**config.mk**
```make
export PLATFORM = sky130hd
export DESIGN_NAME = i2s_adc_receiver
export DESIGN_NICKNAME = d
export VERILOG_FILES = /design/src/rtl/i2s_rx_pkg.sv /design/src/rtl/i2s_edge_sync.sv /design/src/rtl/i2s_adc_receiver.sv
export SDC_FILE = /design/constraint.sdc
export NUM_CORES = 1
export LEC_CHECK = 0
export ABC_AREA = 1
export CAP_MARGIN = 20
export CORE_AREA = 2 2 114 116
export DETAILED_ROUTE_END_ITERATION = 8
export DIE_AREA = 0 0 116 118
export SETUP_SLACK_MARGIN = 0.5
export SLEW_MARGIN = 0
export SYNTH_ARGS = -nofsm -noshare
export SYNTH_HDL_FRONTEND = slang
export SYNTH_SLANG_ARGS = --single-unit
```
**constraint.sdc**
```tcl
create_clock -name clk -period 1.6 [get_ports clk]
set_clock_uncertainty 0.05 [all_clocks]
set_input_delay 0.24 -clock clk [delete_from_list [all_inputs] [get_ports clk]]
set_output_delay 0.24 -clock clk [all_outputs]
set_load 0.05 [all_outputs]
```
**src/rtl/i2s_rx_pkg.sv**
```systemverilog
// Shared FSM encoding and default sizes for the I2S ADC receiver.
package i2s_rx_pkg;

  localparam logic [1:0] HUNT  = 2'd0;
  localparam logic [1:0] LEFT  = 2'd1;
  localparam logic [1:0] RIGHT = 2'd2;

  localparam int DATA_WIDTH_DEF = 24;
  localparam int SLOT_BITS_DEF  = 32;
  localparam int SCLK_DIV_DEF   = 12;
  localparam int BIT_CNT_W_DEF  = $clog2(SLOT_BITS_DEF + 1);

  // Bit counter must be able to hold SLOT_BITS itself, since it saturates there.
  function automatic int bit_cnt_w(input int slot_bits);
    return $clog2(slot_bits + 1);
  endfunction

endpackage

```
**src/rtl/i2s_edge_sync.sv**
```systemverilog
// Two-flop synchroniser for one asynchronous I2S pin plus a history flop for rising-edge detection.
module i2s_edge_sync (
  input  logic clk,
  input  logic rst_n,
  input  logic i_pin,
  output logic o_level,
  output logic o_rise
);

  logic r_s1;
  logic r_s2;
  logic r_hist;

  always_ff @(posedge clk or negedge rst_n) begin
    if (!rst_n) begin
      r_s1   <= 1'b0;
      r_s2   <= 1'b0;
      r_hist <= 1'b0;
    end else begin
      r_s1   <= i_pin;
      r_s2   <= r_s1;
      r_hist <= r_s2;
    end
  end

  assign o_level = r_s2;
  assign o_rise  = r_s2 & ~r_hist;

endmodule

```
**src/rtl/i2s_adc_receiver.sv**
```systemverilog
// I2S stereo ADC receiver: deserialises left/right words into I/Q pairs on a stb/ack port and
// generates the ADC master clock. Optional dropped-pair counter under I2S_OVERFLOW_COUNT_EN.
module i2s_adc_receiver
  import i2s_rx_pkg::*;
#(
  parameter int DATA_WIDTH = DATA_WIDTH_DEF,
  parameter int SLOT_BITS  = SLOT_BITS_DEF,
  parameter int SCLK_DIV   = SCLK_DIV_DEF
) (
  input  logic                  clk,
  input  logic                  rst_n,
  input  logic                  bclk_in,
  input  logic                  lrclk_in,
  input  logic                  dout_in,
  output logic                  sclk_out,
  output logic [DATA_WIDTH-1:0] i_out,
  output logic [DATA_WIDTH-1:0] q_out,
  output logic                  out_stb,
  input  logic                  out_ack,
  output logic                  overflow_out
`ifdef I2S_OVERFLOW_COUNT_EN
  ,
  output logic [15:0]           overflow_count_out
`endif
);

  localparam int CNT_W = bit_cnt_w(SLOT_BITS);
  localparam logic [CNT_W-1:0] DW_M1    = CNT_W'(DATA_WIDTH - 1);
  localparam logic [CNT_W-1:0] DW_CNT   = CNT_W'(DATA_WIDTH);
  localparam logic [CNT_W-1:0] SLOT_CNT = CNT_W'(SLOT_BITS);
  localparam int SCLK_W = $clog2(SCLK_DIV);
  localparam logic [SCLK_W-1:0] HALF_M1 = SCLK_W'(SCLK_DIV / 2 - 1);

  logic w_bclk_level, w_bclk_rise;
  logic w_lrclk, w_lrclk_rise;
  logic w_dout, w_dout_rise;
  logic w_unused_sync;

  i2s_edge_sync u_sync_bclk (.clk(clk), .rst_n(rst_n), .i_pin(bclk_in),
                             .o_level(w_bclk_level), .o_rise(w_bclk_rise));
  i2s_edge_sync u_sync_lrclk (.clk(clk), .rst_n(rst_n), .i_pin(lrclk_in),
                              .o_level(w_lrclk), .o_rise(w_lrclk_rise));
  i2s_edge_sync u_sync_dout (.clk(clk), .rst_n(rst_n), .i_pin(dout_in),
                             .o_level(w_dout), .o_rise(w_dout_rise));

  assign w_unused_sync = w_bclk_level | w_lrclk_rise | w_dout_rise;

  logic [1:0]            r_state;
  logic                  r_lr_prev;
  logic [CNT_W-1:0]      r_bit_cnt;
  logic [DATA_WIDTH-1:0] r_shift;
  logic [DATA_WIDTH-1:0] r_left_hold;
  logic                  r_word_done;
  logic [DATA_WIDTH-1:0] r_i;
  logic [DATA_WIDTH-1:0] r_q;
  logic                  r_stb;
  logic                  r_ovf;
  logic [SCLK_W-1:0]     r_sclk_cnt;
  logic                  r_sclk;

  logic                  w_lr_chg;
  logic                  w_data_edge;
  logic                  w_word_done;
  logic                  w_offer;
  logic                  w_drop;
  logic [DATA_WIDTH-1:0] w_shift_next;

  // The lrclk-change edge carries the previous slot's padding bit, so it never shifts.
  assign w_lr_chg     = w_bclk_rise && (w_lrclk != r_lr_prev);
  assign w_data_edge  = w_bclk_rise && (w_lrclk == r_lr_prev);
  assign w_shift_next = {r_shift[DATA_WIDTH-2:0], w_dout};
  assign w_word_done  = w_data_edge && (r_bit_cnt == DW_M1);
  assign w_offer      = w_word_done && (r_state == RIGHT);
  assign w_drop       = w_offer && r_stb && !out_ack;

  always_ff @(posedge clk or negedge rst_n) begin
    if (!rst_n) begin
      r_state     <= HUNT;
      r_lr_prev   <= 1'b0;
      r_bit_cnt   <= '0;
      r_shift     <= '0;
      r_left_hold <= '0;
      r_word_done <= 1'b0;
    end else if (w_lr_chg) begin
      r_lr_prev   <= w_lrclk;
      r_bit_cnt   <= '0;
      r_word_done <= 1'b0;
      case (r_state)
        HUNT:    r_state <= w_lrclk ? HUNT : LEFT;
        LEFT:    r_state <= (w_lrclk && r_word_done) ? RIGHT : HUNT;
        RIGHT:   r_state <= (!w_lrclk && r_word_done) ? LEFT : HUNT;
        default: r_state <= HUNT;
      endcase
    end else if (w_data_edge) begin
      if (r_bit_cnt < DW_CNT) r_shift <= w_shift_next;
      if (r_bit_cnt != SLOT_CNT) r_bit_cnt <= r_bit_cnt + 1'b1;
      if (w_word_done) begin
        r_word_done <= 1'b1;
        if (r_state == LEFT) r_left_hold <= w_shift_next;
      end
    end
  end

  // A pending pair may be replaced in the same cycle it is acknowledged.
  always_ff @(posedge clk or negedge rst_n) begin
    if (!rst_n) begin
      r_i   <= '0;
      r_q   <= '0;
      r_stb <= 1'b0;
      r_ovf <= 1'b0;
    end else if (w_offer && (!r_stb || out_ack)) begin
      r_i   <= r_left_hold;
      r_q   <= w_shift_next;
      r_stb <= 1'b1;
    end else begin
      if (w_drop) r_ovf <= 1'b1;
      if (r_stb && out_ack) r_stb <= 1'b0;
    end
  end

  always_ff @(posedge clk or negedge rst_n) begin
    if (!rst_n) begin
      r_sclk_cnt <= '0;
      r_sclk     <= 1'b0;
    end else if (r_sclk_cnt == HALF_M1) begin
      r_sclk_cnt <= '0;
      r_sclk     <= ~r_sclk;
    end else begin
      r_sclk_cnt <= r_sclk_cnt + 1'b1;
    end
  end

`ifdef I2S_OVERFLOW_COUNT_EN
  logic [15:0] r_ovf_cnt;

  always_ff @(posedge clk or negedge rst_n) begin
    if (!rst_n) begin
      r_ovf_cnt <= '0;
    end else if (w_drop && (r_ovf_cnt != 16'hFFFF)) begin
      r_ovf_cnt <= r_ovf_cnt + 16'd1;
    end
  end

  assign overflow_count_out = r_ovf_cnt;
`endif

  assign sclk_out     = r_sclk;
  assign i_out        = r_i;
  assign q_out        = r_q;
  assign out_stb      = r_stb;
  assign overflow_out = r_ovf;

endmodule
```
==> After elaboration in Yosys (flattened, before gate mapping) <==
Index checks and enable logic that the tools add are counted.
Widths: inputs -> output; s select.
{ "word_totals": {"ff_bits": 119, "word_cells": 71, "out_inout_bits": 51} }
{ "classes": {"n_addsub": 2, "n_eq_ne": 7, "mux": 13, "n_lt_le_gt_ge": 1, "n_reduce_logical": 24, "bitwise_logic": 5} }
{ "ops": {"columns": ["op", "count"], "rows": [
  ["$mux 6", 3],
  ["$logic_and 1x1->1", 10],
  ["$reduce_bool 2->1", 4],
  ["$mux 1", 7],
  ["$add 6x1->6 const B", 1],
  ["$eq 6x5->1 const B", 1],
  ["$lt 6x5->1 const B", 1],
  ["$ne 6x6->1 const B", 1],
  ["$pmux 2 s3", 1],
  ["$reduce_and 2->1", 3],
  ["$add 4x1->4 const B", 1],
  ["$eq 4x3->1 const B", 1],
  ["$mux 4", 1],
  ["$not 1->1", 4],
  ["$reduce_and 4->1", 1],
  ["$logic_not 1->1", 3],
  ["$reduce_and 3->1", 1],
  ["$eq 2x1->1 const B", 1],
  ["$eq 2x2->1 const B", 1],
  ["$logic_not 2->1", 1],
  ["$mux 2", 1],
  ["$and 1x1->1", 1],
  ["$eq 1x1->1", 1],
  ["$logic_or 1x1->1", 1],
  ["$ne 1x1->1", 1]
]} }

==> Longest topological paths before layout <==
Gate-level depths: netlist of run 1.
{ "depth": {"depth_word": 8, "mapped_depth": 10, "ltp_nobuf": 10} }

==> Modules after synthesis <==
From an unflattened synthesis of run 1, not the netlist that was laid out.
{ "hier_totals": {"hier_cells": 538, "hier_area_um2": 4934.7} }
{ "by_module_without_submodules": {"columns": ["mod", "cells_per_inst", "area_per_inst_um2", "instances", "seq_area_each_um2"], "rows": [
  ["i2s_adc_receiver", 523, 4679.5, 1, 2802.7],
  ["i2s_edge_sync", 5, 85.1, 3, 75.1]
]} }

==> Worst setup path after synthesis of run 1 <==
OpenSTA, ideal clock, no wires.
{ "synth_timing": {"path_type": "reg2reg", "start": "register r_stb (netlist: out_stb)", "end": "register r_i[0] (netlist: i_out[0])", "setup_slack_ns": 0.084, "path_buffers": 2, "path_stages_with_launch": 7, "arrival_ns": 1.400, "period_less_slack_ns": 1.516, "path_cell_list": "dfrtp_1 > nand2_1 > nand4_1 > buf_2 > buf_6 > nand2_1 > nand2_1"} }
{ "synth_via": {"elab_chain_len": 3} }
{ "synth_lines": {"columns": ["item", "line", "source"], "rows": [
  ["start, declared", "i2s_adc_receiver.sv:56", "logic r_stb;"],
  ["start signal, assigned", "i2s_adc_receiver.sv:109", "r_stb <= 1'b0;"],
  ["start signal, assigned", "i2s_adc_receiver.sv:114", "r_stb <= 1'b1;"],
  ["start signal, assigned", "i2s_adc_receiver.sv:117", "if (r_stb && out_ack) r_stb <= 1'b0;"],
  ["$logic_not 1->1", "i2s_adc_receiver.sv:111", "end else if (w_offer && (!r_stb || out_ack)) begin"],
  ["$logic_or 1x1->1", "i2s_adc_receiver.sv:111", null],
  ["$logic_and 1x1->1", "i2s_adc_receiver.sv:111", null],
  ["end signal, assigned", "i2s_adc_receiver.sv:112", "r_i <= r_left_hold;"],
  ["end, declared", "i2s_adc_receiver.sv:54", "logic [DATA_WIDTH-1:0] r_i;"]
]} }
Every way passes these cells.
A chain may end at the register's enable or synchronous reset.

==> Worst setup path in the final report of run 1 <==
{ "layout_timing": {"start": "register r_bit_cnt[1]", "end": "register r_i[19] (netlist: i_out[19])"} }
{ "layout_via": {"elab_chain_len": 4} }
{ "layout_lines": {"columns": ["item", "line", "source"], "rows": [
  ["start, declared", "i2s_adc_receiver.sv:50", "logic [CNT_W-1:0] r_bit_cnt;"],
  ["start signal, assigned", "i2s_adc_receiver.sv:96", "if (r_bit_cnt != SLOT_CNT) r_bit_cnt <= r_bit_cnt + 1'b1;"],
  ["$eq 6x5->1", "i2s_adc_receiver.sv:72", "assign w_word_done = w_data_edge && (r_bit_cnt == DW_M1);"],
  ["$logic_and 1x1->1", "i2s_adc_receiver.sv:72", null],
  ["$logic_and 1x1->1", "i2s_adc_receiver.sv:73", "assign w_offer = w_word_done && (r_state == RIGHT);"],
  ["$logic_and 1x1->1", "i2s_adc_receiver.sv:111", null]
]} }
Every way passes these cells.

==> run summary, run 1 <==
layout cells sized above 1: 0.402
largest net degree at the start of global routing: 59
mapped cell area: 4920 um2
status: finished, violations left
Clk Latency, worst-skew pair: 0.42 ns
Max Cap Viol: 0
clk slew on worst S/H paths: 0.06 ns
Pwr per Cell Area: 1150 nW/um2
global route total overflow: 0
worst setup margin: -0.0436 ns
Syn Inst Count: 531
Inserted Clock Buffers: 17
failing checks: negative setup slack
element type at the critical path end: flip-flop
Die Wd: 116 um
P_sw: 2.33 mW
cell taking the most area after synthesis: dfrtp_1
dpl hpwl: 6800 um
first-pass GRT wire length: 19700 um
CP Class: flip-flop to flip-flop
ant diodes: 0
vias in the first global route: 3930
ys flop type: dfrtp_1
post-placement cell count: 751
count leader, synth: nand2_1
Vias/cell: 4.96
crit-path max cell delay: 0.36 ns
Synth area leaders: dfrtp_1 61%, nand2_1 15%, nand4_1 6.7%, nand3_1 3.4%, inv_1 2.8%
DRC: 0
Hold Fails Final Rpt: 0
sequential power share: 0.384
CP required: 1.85 ns
Sw Ratio: 0.259
Ports: 57
cell mode on critical path: nand2_1
clk sinks: 119
CTS tree: built
GR Layer Usage met2: 0.270
P_int: 6.64 mW
via count: 4288
Min-Delay Path Class: primary input to asynchronous set/reset pin
H-tree levels: 4
Area growth syn-to-layout: 59.0%
met1 capacity usage during global routing: 0.264
Tcrit/Tclk final: 1.03
Synth top area share: 0.606
Final ANT Viol Nets: 0
most frequent cells after synthesis: 195 x nand2_1, 119 x dfrtp_1, 53 x nand4_1
total power: 8.97 mW
EDFF count, synth: 0
Fmax: 0.608 GHz
Post-Syn Area per Cell: 9.26 um2
Seq cells post-synth: 119
Starting Density: 0.396
syn_nets: 539
row count: 41
crit-path cells: ha_2 -> buf_4 -> nand3_1 -> nor2_1 -> nand4_1 -> buf_6 -> buf_16 -> nand2_1 -> nand2_1
Core Util, Final: 0.630
Distinct cells, synth: 24
clock share of power: 0.494
Final min period: 1.64 ns
worst vdd ir: 0.761 mV
die footprint: 13700 um2
Critical Path Start Type: flip-flop
port bufs: 56
met3 Usage GRT: 0.0582
Worst EP arrival: 1.90 ns
final cell count without fillers: 864
Final #Nets: 687
yosys warns: 0
initial antenna violation count: 0
1st-pass router iterations: 4
Slew Limit Fails: 0
maximum root-to-sink buffer count: 2
final setup vio count: 43
Crit Path Max Fanout: 10
Fin Hold WS: 0.127 ns
GR Util All Layers: 0.185
core area: 12400 um2
GRT Max-Usage Layer: met2
clk root buf: clkbuf_16
Reg2Reg Depth: 9
dpl ws: -0.116 ns
initial DRC count: 335
slowest stage cell on the critical path: dfrtp_1
slew at the pin with the worst max-slew slack: 0.355 ns
Comb power frac: 0.123
Lkg Pwr: 3.99 nW
FFs w/ async S/R, synth: 1.00
RSZ-0062 raised after global routing: yes
die height: 118 um
relative slew slack: 0.763
fillers: 1006
WL final: 14100 um
register area share after synthesis: 0.606
GP Congestion: 0.751
WL/cell: 16.3 um
[final timing paths]
path                                   from                  end  slack, ns
min reg2reg                u_sync_bclk.r_s1  u_sync_bclk.o_level       0.30
max in group asynchronous             rst_n              out_stb       0.84
min                                   rst_n   u_sync_bclk.r_hist       0.13
max                            r_bit_cnt[1]            i_out[19]      -0.04
max reg2reg                    r_bit_cnt[1]            i_out[19]      -0.04
min in group clk                    bclk_in     u_sync_bclk.r_s1       0.21
[kinds of logic (layout without fill, tap and decap cells)]
logic type / Yosys count / after routing / synth area share
simple gates: 300 / 301 / 0.271
flops: 119 / 119 / 0.606
buf+inv: 73 / 233 / 0.0771
compound gates: 35 / 35 / 0.0374
fa+ha+maj: 2 / 2 / 0.00509
xor+xnor: 2 / 2 / 0.00356
[layer usage]
layer	wire, um	vias to the layer above
li1	-	2046
met1	6200	2114
met2	7010	108
met3	653	20
met4	187	0
met5	0	-
[per-stage QoR]
| stage | instance area, um2 | setup TNS [ns] |
|---|---|---|
| 3_5_place_dp | 5640 | -2.44 |
| 6_report | 7820 | -0.732 |
| 5_1_grt | 7820 | -5.29 |
| 3_3_place_gp | 5640 | -0.994 |
| 4_1_cts | 7090 | 0 |
| 2_1_floorplan | 4980 | 0 |
[power groups by stage]
stage | Clock, mW | Combinational (mW) | Sequential [mW]
finish | 4.43 | 1.10 | 3.44
global route | 4.64 | 1.21 | 3.46
CTS | 4.47 | 0.793 | 3.38
detailed placement | 0 | 0.683 | 3.43
global placement | 0 | 0.665 | 3.42
floorplan | 0 | 0.415 | 3.38
[placed cells by master (no fill, tap or decap), drive strengths merged, types with 2 or more instances in the layout]
cell type	netlist	routed
buf	18	146
bufinv	0	6
clkbuf	13	26
clkdlybuf4s50	0	4
clkinv	0	2
clkinvlp	0	4
dfrtp	119	119
ha	2	2
inv	42	44
nand2	196	197
nand3	35	35
nand4	53	53
nor2	16	16
o21ai	30	30
o31ai	2	2
[repair_timing]
action	4_1_cts	5_1_grt
buffers inserted	33	27
hold endpoints to repair	119	0
endpoints found under the setup margin	159	159
gates cloned	7	13
pin swaps	8	20
gates resized for setup	97	82
hold buffers	1	0
[state kept, by name, summed over array words and instances, names as in the netlist, 2 cells and up]
name	count
i_out	24
q_out	24
r_left_hold	24
r_shift	23
r_bit_cnt	6
r_sclk_cnt	4
r_state	2
[critical path: cells and delay by family, from the launching register on]
| family | cells | cell delay (ns) |
|---|---|---|
| flip-flops | 1 | 0.36 |
| adder cells (fa/ha/maj) | 1 | 0.19 |
| buffers and inverters | 3 | 0.46 |
| AND/OR/NAND/NOR | 5 | 0.45 |
[area by class of cell]
cell class	count	area, um2	area share
multi-input combinational	340	1900	0.243
inverter	42	168	0.0215
tap	172	215	0.0275
clock inverter	14	245	0.0314
sequential	119	2980	0.381
timing repair buffer	159	1870	0.239
clock buffer	18	439	0.0562
(Power assumes the default switching activity.)
==> inputs of run 2 (changes only) <==
--- a/config.mk
+++ b/config.mk
@@ -5,11 +5,15 @@
 export SDC_FILE = /design/constraint.sdc
 export NUM_CORES = 1
 export LEC_CHECK = 0
-export ABC_AREA = 1
+export ABC_AREA = 0
 export CAP_MARGIN = 20
-export CORE_AREA = 2 2 114 116
+export CELL_PAD_IN_SITES_DETAIL_PLACEMENT = 0
+export CELL_PAD_IN_SITES_GLOBAL_PLACEMENT = 2
+export CORE_AREA = 2 2 113 115
+export CTS_BUF_LIST = sky130_fd_sc_hd__clkbuf_8
 export DETAILED_ROUTE_END_ITERATION = 8
-export DIE_AREA = 0 0 116 118
+export DIE_AREA = 0 0 115 117
+export PLACE_DENSITY_LB_ADDON = 0.1
 export SETUP_SLACK_MARGIN = 0.5
 export SLEW_MARGIN = 0
 export SYNTH_ARGS = -nofsm -noshare
==> run 2 against run 1 <==
  * The run still ends with negative setup slack left
  * Largest power group is now sequential cells
  * Total power decreased by 24%
  * Non-clock buffer count fell by 14
  * Sequential power fell by 4%
  * Utilization decreased by 5.1 points
  * Critical endpoint is now i_out[1]
==> run summary, run 2 <==
Comb power frac: 0.093 (-0.030)
Starting Density: 0.386 (-0.00950)
CTS tree: built
Syn Inst Count: 301 (-43%)
CP required: 1.86 ns (about the same)
clk slew on worst S/H paths: 0.07 ns (about the same)
clk root buf: clkbuf_8
syn_nets: 309 (-43%)
sequential power share: 0.489 (+0.105)
Post-Syn Area per Cell: 15.8 um2 (+71%)
initial DRC count: 67 (-80%)
initial antenna violation count: 0 (unchanged)
via count: 2914 (-32%)
Crit Path Max Fanout: 8 (-2)
count leader, synth: dfrtp_1
port bufs: 56 (unchanged)
Reg2Reg Depth: 8 (-1)
WL final: 10100 um (-28%)
Tcrit/Tclk final: 1.21 (+0.183)
reg2reg end: i_out[1]
most frequent cells in the layout: 118 x dfrtp_1, 64 x buf_6, 55 x mux2_2
Distinct cells, synth: 36 (+50%)
vias in the first global route: 3066 (-22%)
Hold Fails Final Rpt: 0 (unchanged)
register area share after synthesis: 0.626 (+0.0201)
H-tree levels: 4 (unchanged)
first-pass GRT wire length: 16500 um (-16%)
die footprint: 13500 um2 (-1.7%)
global route total overflow: 0 (unchanged)
commonest non-fill, non-tap cell in the layout: dfrtp_1
Fmax: 0.516 GHz (-15%)
Ports: 57 (unchanged)
cell taking the most area after synthesis: dfrtp_1
fillers: 1033 (+2.7%)
Area growth syn-to-layout: 49.7%
Hold Crit Depth: 1
1st-pass router iterations: 4 (unchanged)
RR Startpoint: r_bit_cnt[1]
Fin Hold WS: 0.203 ns (+0.0761 ns)
Min-Delay Path Class: primary input to flip-flop
ys flop type: dfrtp_1
WL/cell: 16.3 um (+0.51%)
Die Wd: 115 um (-0.86%)
Max Cap Viol: 0 (unchanged)
slew at the pin with the worst max-slew slack: 0.439 ns (+0.0840 ns)
die height: 117 um (-0.85%)
maximum root-to-sink buffer count: 2 (unchanged)
Final ANT Viol Nets: 0 (unchanged)
Register Area: 2980 um2 (about the same)
Critical Path Start Type: flip-flop
Clk Latency, worst-skew pair: 0.43 ns (about the same)
layout cells sized above 1: 0.624 (+0.222)
post-placement cell count: 522 (-30%)
worst setup margin: -0.337 ns (-0.293 ns)
FFs w/ async S/R, synth: 1.00 (unchanged)
clock share of power: 0.418 (-0.076)
final setup vio count: 95 (+120%)
row count: 41 (unchanged)
Hold Crit Start: dout_in
RSZ-0062 raised after global routing: yes
dpl ws: -0.362 ns (-0.246 ns)
clk sinks: 119 (unchanged)
Synth area leaders: dfrtp_1 63%, mux2_2 18%, mux2_4 6.3%, nand2_1 1.2%, o21ai_0 1.1%
Worst EP arrival: 2.19 ns (+0.29 ns)
final cell count without fillers: 615 (-29%)
Final #Nets: 461 (-33%)
Lkg Pwr: 3.57 nW (-11%)
failing checks: negative setup slack
status: finished, violations left
largest net degree at the start of global routing: 34 (-42%)
Vias/cell: 4.74 (-4.5%)
CP Class: flip-flop to flip-flop
core area: 12300 um2 (-0.83%)
GR Util All Layers: 0.164 (-0.0219)
WHS Endpoint: u_sync_dout.r_s1
mapped cell area: 4760 um2 (-3.2%)
Setup crit start: r_bit_cnt[1]
most frequent cells after synthesis: 119 x dfrtp_1, 76 x mux2_2, 20 x mux2_4
Sw Ratio: 0.234 (-0.0253)
DRC: 0 (unchanged)
ant diodes: 0 (unchanged)
EDFF count, synth: 0 (unchanged)
yosys warns: 0 (unchanged)
Final min period: 1.94 ns (+0.293 ns)
worst vdd ir: 0.513 mV (-33%)
multi-input logic area: 1850 um2 (-2.5%)
relative slew slack: 0.707 (-0.0560)
P_int: 5.19 mW (-22%)
FF-to-FF setup slack: -0.34 ns (-0.29 ns)
dpl hpwl: 5430 um (-20%)
Inserted Clock Buffers: 17 (unchanged)
GP Congestion: 0.722 (-3.8%)
Synth top area share: 0.626 (+0.0201)
element type at the critical path end: flip-flop
Slew Limit Fails: 0 (unchanged)
P_sw: 1.59 mW (-32%)
Seq cells post-synth: 119 (unchanged)
Pwr per Cell Area: 952 nW/um2 (-17%)
-- run 2: changes by cell type after synthesis, moves of 9 or more --
cell and change:
buf_2 -9, clkbuf_1 -12, inv_1 -31, mux2_2 +76
mux2_4 +20, nand2_1 -180, nand3_1 -27, nand4_1 -52
nor2_1 -11, o21ai_1 -23
-- run 2: timing repair --
action | 4_1_cts | 5_1_grt
resized for setup | 110 | 13
pin swaps | 11 | 11
hold endpoints to repair | 24 | 0
setup endpoints to repair | 158 | 158
hold buffers | 1 | 0
buffers inserted | 36 | 16
cloned | 8 | 1
-- run 2: worst max path at each step --
stage                      to  slack (ns)  depth (start not counted)
finish               i_out[1]       -0.34                          8
global route         i_out[1]       -0.41                          8
CTS                  i_out[1]       -0.35                          8
detailed placement   q_out[8]       -0.36                          6
global placement    q_out[10]       -0.32                          6
floorplan            i_out[0]       -0.29                          7
-- run 2: layout make-up --
| cell class | instances | share of cell area |
|---|---|---|
| clock inverter | 10 | 0.0181 |
| tap | 150 | 0.0263 |
| clock buffer | 21 | 0.0406 |
| timing repair buffer | 145 | 0.233 |
| sequential | 119 | 0.418 |
| multi-input combinational | 164 | 0.260 |
| inverter | 6 | 0.00369 |
-- run 2: worst max-delay path, stage by stage, from the launching register on --
cell and delay [ns]:
dfrtp_1 0.39, ha_2 0.19, and4b_4 0.25, nand4_4 0.11
nor2b_4 0.15, buf_6 0.12, buf_12 0.11, buf_16 0.14
mux2_4 0.30
-- run 2: metal layers --
layer	wire, um	vias to the layer above	GRT usage
met5	0	-	0
met4	133	0	0.0699
met3	397	13	0.0515
met2	4800	50	0.244
met1	4730	1483	0.221
li1	-	1368	-
-- run 2: logic make-up (layout without fill, tap and decap cells) --
| kind of cell | after synthesis | count (layout) | share of synthesized area |
|---|---|---|---|
| AO/OA/AOI/OAI | 22 | 22 | 0.0274 |
| XOR/XNOR | 4 | 4 | 0.0129 |
| adder cells (fa/ha/maj) | 2 | 2 | 0.00526 |
| buffers and inverters | 18 | 182 | 0.0313 |
| flip-flops | 119 | 119 | 0.626 |
| multiplexers | 96 | 96 | 0.243 |
| AND/OR/NAND/NOR | 40 | 40 | 0.0544 |
-- run 2: power groups by stage --
| stage | clock [mW] | sequential, mW | combinational [mW] |
|---|---|---|---|
| 4_1_cts | 2.95 | 3.31 | 0.587 |
| 5_1_grt | 3.07 | 3.34 | 0.696 |
| 3_3_place_gp | 0 | 3.36 | 0.468 |
| 2_1_floorplan | 0 | 3.32 | 0.281 |
| 3_5_place_dp | 0 | 3.37 | 0.477 |
| 6_report | 2.83 | 3.31 | 0.633 |
-- run 2: stage by stage --
| stage | cell area (um2) | total power [mW] | util | TNS (ns) |
|---|---|---|---|---|
| floorplan | 4800 | 3.60 | - | -12.23 |
| global placement | 5540 | 3.83 | 0.450 | -22.16 |
| detailed placement | 5540 | 3.85 | 0.450 | -24.37 |
| CTS | 6910 | 6.84 | 0.561 | -25.42 |
| global route | 7120 | 7.10 | 0.579 | -31.16 |
| finish | 7120 | 6.78 | 0.579 | -24.24 |
==> inputs of run 3 (changes only) <==
--- a/config.mk
+++ b/config.mk
@@ -10,7 +10,7 @@
 export CELL_PAD_IN_SITES_DETAIL_PLACEMENT = 0
 export CELL_PAD_IN_SITES_GLOBAL_PLACEMENT = 2
 export CORE_AREA = 2 2 113 115
-export CTS_BUF_LIST = sky130_fd_sc_hd__clkbuf_8
+export CTS_BUF_LIST = sky130_fd_sc_hd__clkbuf_2
 export DETAILED_ROUTE_END_ITERATION = 8
 export DIE_AREA = 0 0 115 117
 export PLACE_DENSITY_LB_ADDON = 0.1
==> run 3 against run 2 <==
  * The run ends with negative hold slack, negative setup slack left
  * Final area decreased by 2.4%
  * Count of clock-buffer cells in the layout decreased by 1
  * Clock power decreased by 31%
  * Routed wire length increased by 5.0%
  * Total power decreased by 13%
  * Via count increased by 1.7%
  * Sequential share of layout area increased by 1.0 points
  * Fmax decreased by 0.35%
  * Critical path type unchanged
  * Non-clock buffer count increased by 1
  * Highest routed layer unchanged
  * Register-to-register slack about the same
  * Hold slack got worse by 0.21 ns
  * Utilization decreased by 1.4 points
==> run summary, run 3 (synthesis gave the netlist of run 2 again) <==
status: finished, violations left
failing checks: negative hold slack, negative setup slack
most frequent cells in the layout: 117 x dfrtp_1, 66 x buf_6, 51 x mux2_2, 51 x buf_4, 45 x mux2_4
GP Congestion: 0.722 (unchanged)
slowest stage cell on the critical path: dfrtp_1
P_sw: 1.53 mW (-4.0%)
via count: 2964 (+1.7%)
RSZ-0062 raised after global routing: yes
DRC: 0 (unchanged)
slew at the pin with the worst max-slew slack: 0.455 ns (+0.0155 ns)
Critical path buffers and inverters: 2 (-1)
final setup vio count: 95 (unchanged)
1st-pass router iterations: 4 (unchanged)
H-tree levels: 4 (unchanged)
Fin Hold WS: -0.00849 ns (-0.211 ns)
total power: 5.88 mW (-13%)
Core Util, Final: 0.565 (-0.0137)
clk slew on worst S/H paths: 0.18 ns (+0.11 ns)
Ports: 57 (unchanged)
largest net degree at the start of global routing: 34 (unchanged)
worst vdd ir: 0.466 mV (-9.2%)
crit-path cells: ha_2 -> and4b_4 -> nand4_4 -> nor2b_4 -> buf_6 -> clkbuf_16 -> mux2_2
ant diodes: 0 (unchanged)
maximum root-to-sink buffer count: 2 (unchanged)
Crit Path Max Fanout: 8 (unchanged)
commonest non-fill, non-tap cell in the layout: dfrtp_1
Vias/cell: 4.81 (+1.6%)
RR Startpoint: r_bit_cnt[1]
Final min period: 1.94 ns (+0.00689 ns)
Fmax: 0.514 GHz (-0.35%)
port bufs: 56 (unchanged)
Clk Latency, worst-skew pair: 0.67 ns (+0.24 ns)
Final ANT Viol Nets: 0 (unchanged)
worst setup margin: -0.344 ns (-0.00689 ns)
Area growth syn-to-layout: 46.2%
Tcrit/Tclk final: 1.21 (+0.00431)
Final #Nets: 462 (+0.22%)
vias in the first global route: 3011 (-1.8%)
first-pass GRT wire length: 15900 um (-3.9%)
die height: 117 um (unchanged)
Inserted Clock Buffers: 17 (unchanged)
Starting Density: 0.386 (unchanged)
clk root buf: clkbuf_2
die footprint: 13500 um2 (unchanged)
delay-heaviest family, CP: simple AND/OR/NAND/NOR gates
Sw Ratio: 0.259 (+0.0251)
relative slew slack: 0.697 (-0.0103)
Worst EP arrival: 2.47 ns (+0.28 ns)
layout cells sized above 1: 0.622 (-0.00134)
element type at the critical path end: flip-flop
Max Cap Viol: 0 (unchanged)
crit-path max cell delay: 0.43 ns (+0.04 ns)
CP Class: flip-flop to flip-flop
WL/cell: 17.1 um (+4.9%)
GR Util All Layers: 0.158 (-0.00576)
dpl hpwl: 5430 um (unchanged)
P_int: 4.36 mW (-16%)
Comb power frac: 0.103 (+0.010)
Min-Delay Path Class: primary input to asynchronous set/reset pin
Slew Limit Fails: 0 (unchanged)
dpl ws: -0.362 ns (unchanged)
Critical Path Start Type: flip-flop
clock share of power: 0.333 (-0.085)
Lkg Pwr: 3.50 nW (-1.8%)
Setup crit start: r_bit_cnt[1]
initial DRC count: 64 (-4.5%)
sequential power share: 0.564 (+0.075)
design area: 6960 um2 (-2.4%)
hold bufs inserted after CTS: 4 (+3)
CP required: 2.13 ns (+0.27 ns)
Pwr per Cell Area: 845 nW/um2 (-11%)
initial antenna violation count: 0 (unchanged)
clk sinks: 119 (unchanged)
Hold Fails Final Rpt: 5 (+5)
WL final: 10600 um (+5.0%)
Placed Area: 5540 um2 (unchanged)
core area: 12300 um2 (unchanged)
row count: 41 (unchanged)
global route total overflow: 0 (unchanged)
CTS tree: built
Die Wd: 115 um (unchanged)
[run 3: area by class of cell]
class	instances	area [um2]
fill	1061	5360
clock buffer	20	100
timing repair buffer	146	1680
inverter	6	22.5
tap	150	188
clock inverter	11	133
multi-input combinational	164	1860
sequential	119	2980
[run 3: path summary, 6_finish.rpt]
| path | end | slack (ns) | cells after the start |
|---|---|---|---|
| worst min-delay path | r_left_hold[20] | -0.008 | 2 |
| worst max register to register | i_out[15] | -0.34 | 7 |
| worst min register to register | u_sync_bclk.o_level | 0.32 | 0 |
| worst max-delay path | i_out[15] | -0.34 | 7 |
| max in group asynchronous | u_sync_lrclk.o_level | 0.94 | 3 |
| min in group clk | out_stb | 0.21 | 3 |
[run 3: metal layers]
metal	wire length [um]	GRT usage	part of all wire	up-vias
li1	-	-	-	1376
met1	4950	0.213	0.47	1528
met2	5060	0.233	0.48	51
met3	437	0.0597	0.041	9
met4	111	0.0578	0.011	0
met5	0	0	0	-
[run 3: metrics by stage]
step,setup TNS [ns],cells
5_1_grt,-34.71,616
6_report,-25.57,616
2_1_floorplan,-12.23,301
4_1_cts,-28.53,593
3_5_place_dp,-24.37,522
3_3_place_gp,-22.16,522
[run 3: what timing repair did]
| item | 4_1_cts | 5_1_grt |
|---|---|---|
| resized for setup | 90 | 43 |
| setup buffers | 30 | 19 |
| endpoints found under the setup margin | 158 | 158 |
| pin swaps | 6 | 13 |
| cloned | 6 | 4 |
| hold endpoints to repair | 122 | 24 |
[run 3: power groups by stage]
stage / Clock (mW) / Combinational (mW) / Sequential (mW)
global placement: 0 / 0.468 / 3.36
floorplan: 0 / 0.281 / 3.32
global route: 2.16 / 0.665 / 3.35
finish: 1.96 / 0.605 / 3.32
CTS: 2.04 / 0.566 / 3.31
detailed placement: 0 / 0.477 / 3.37
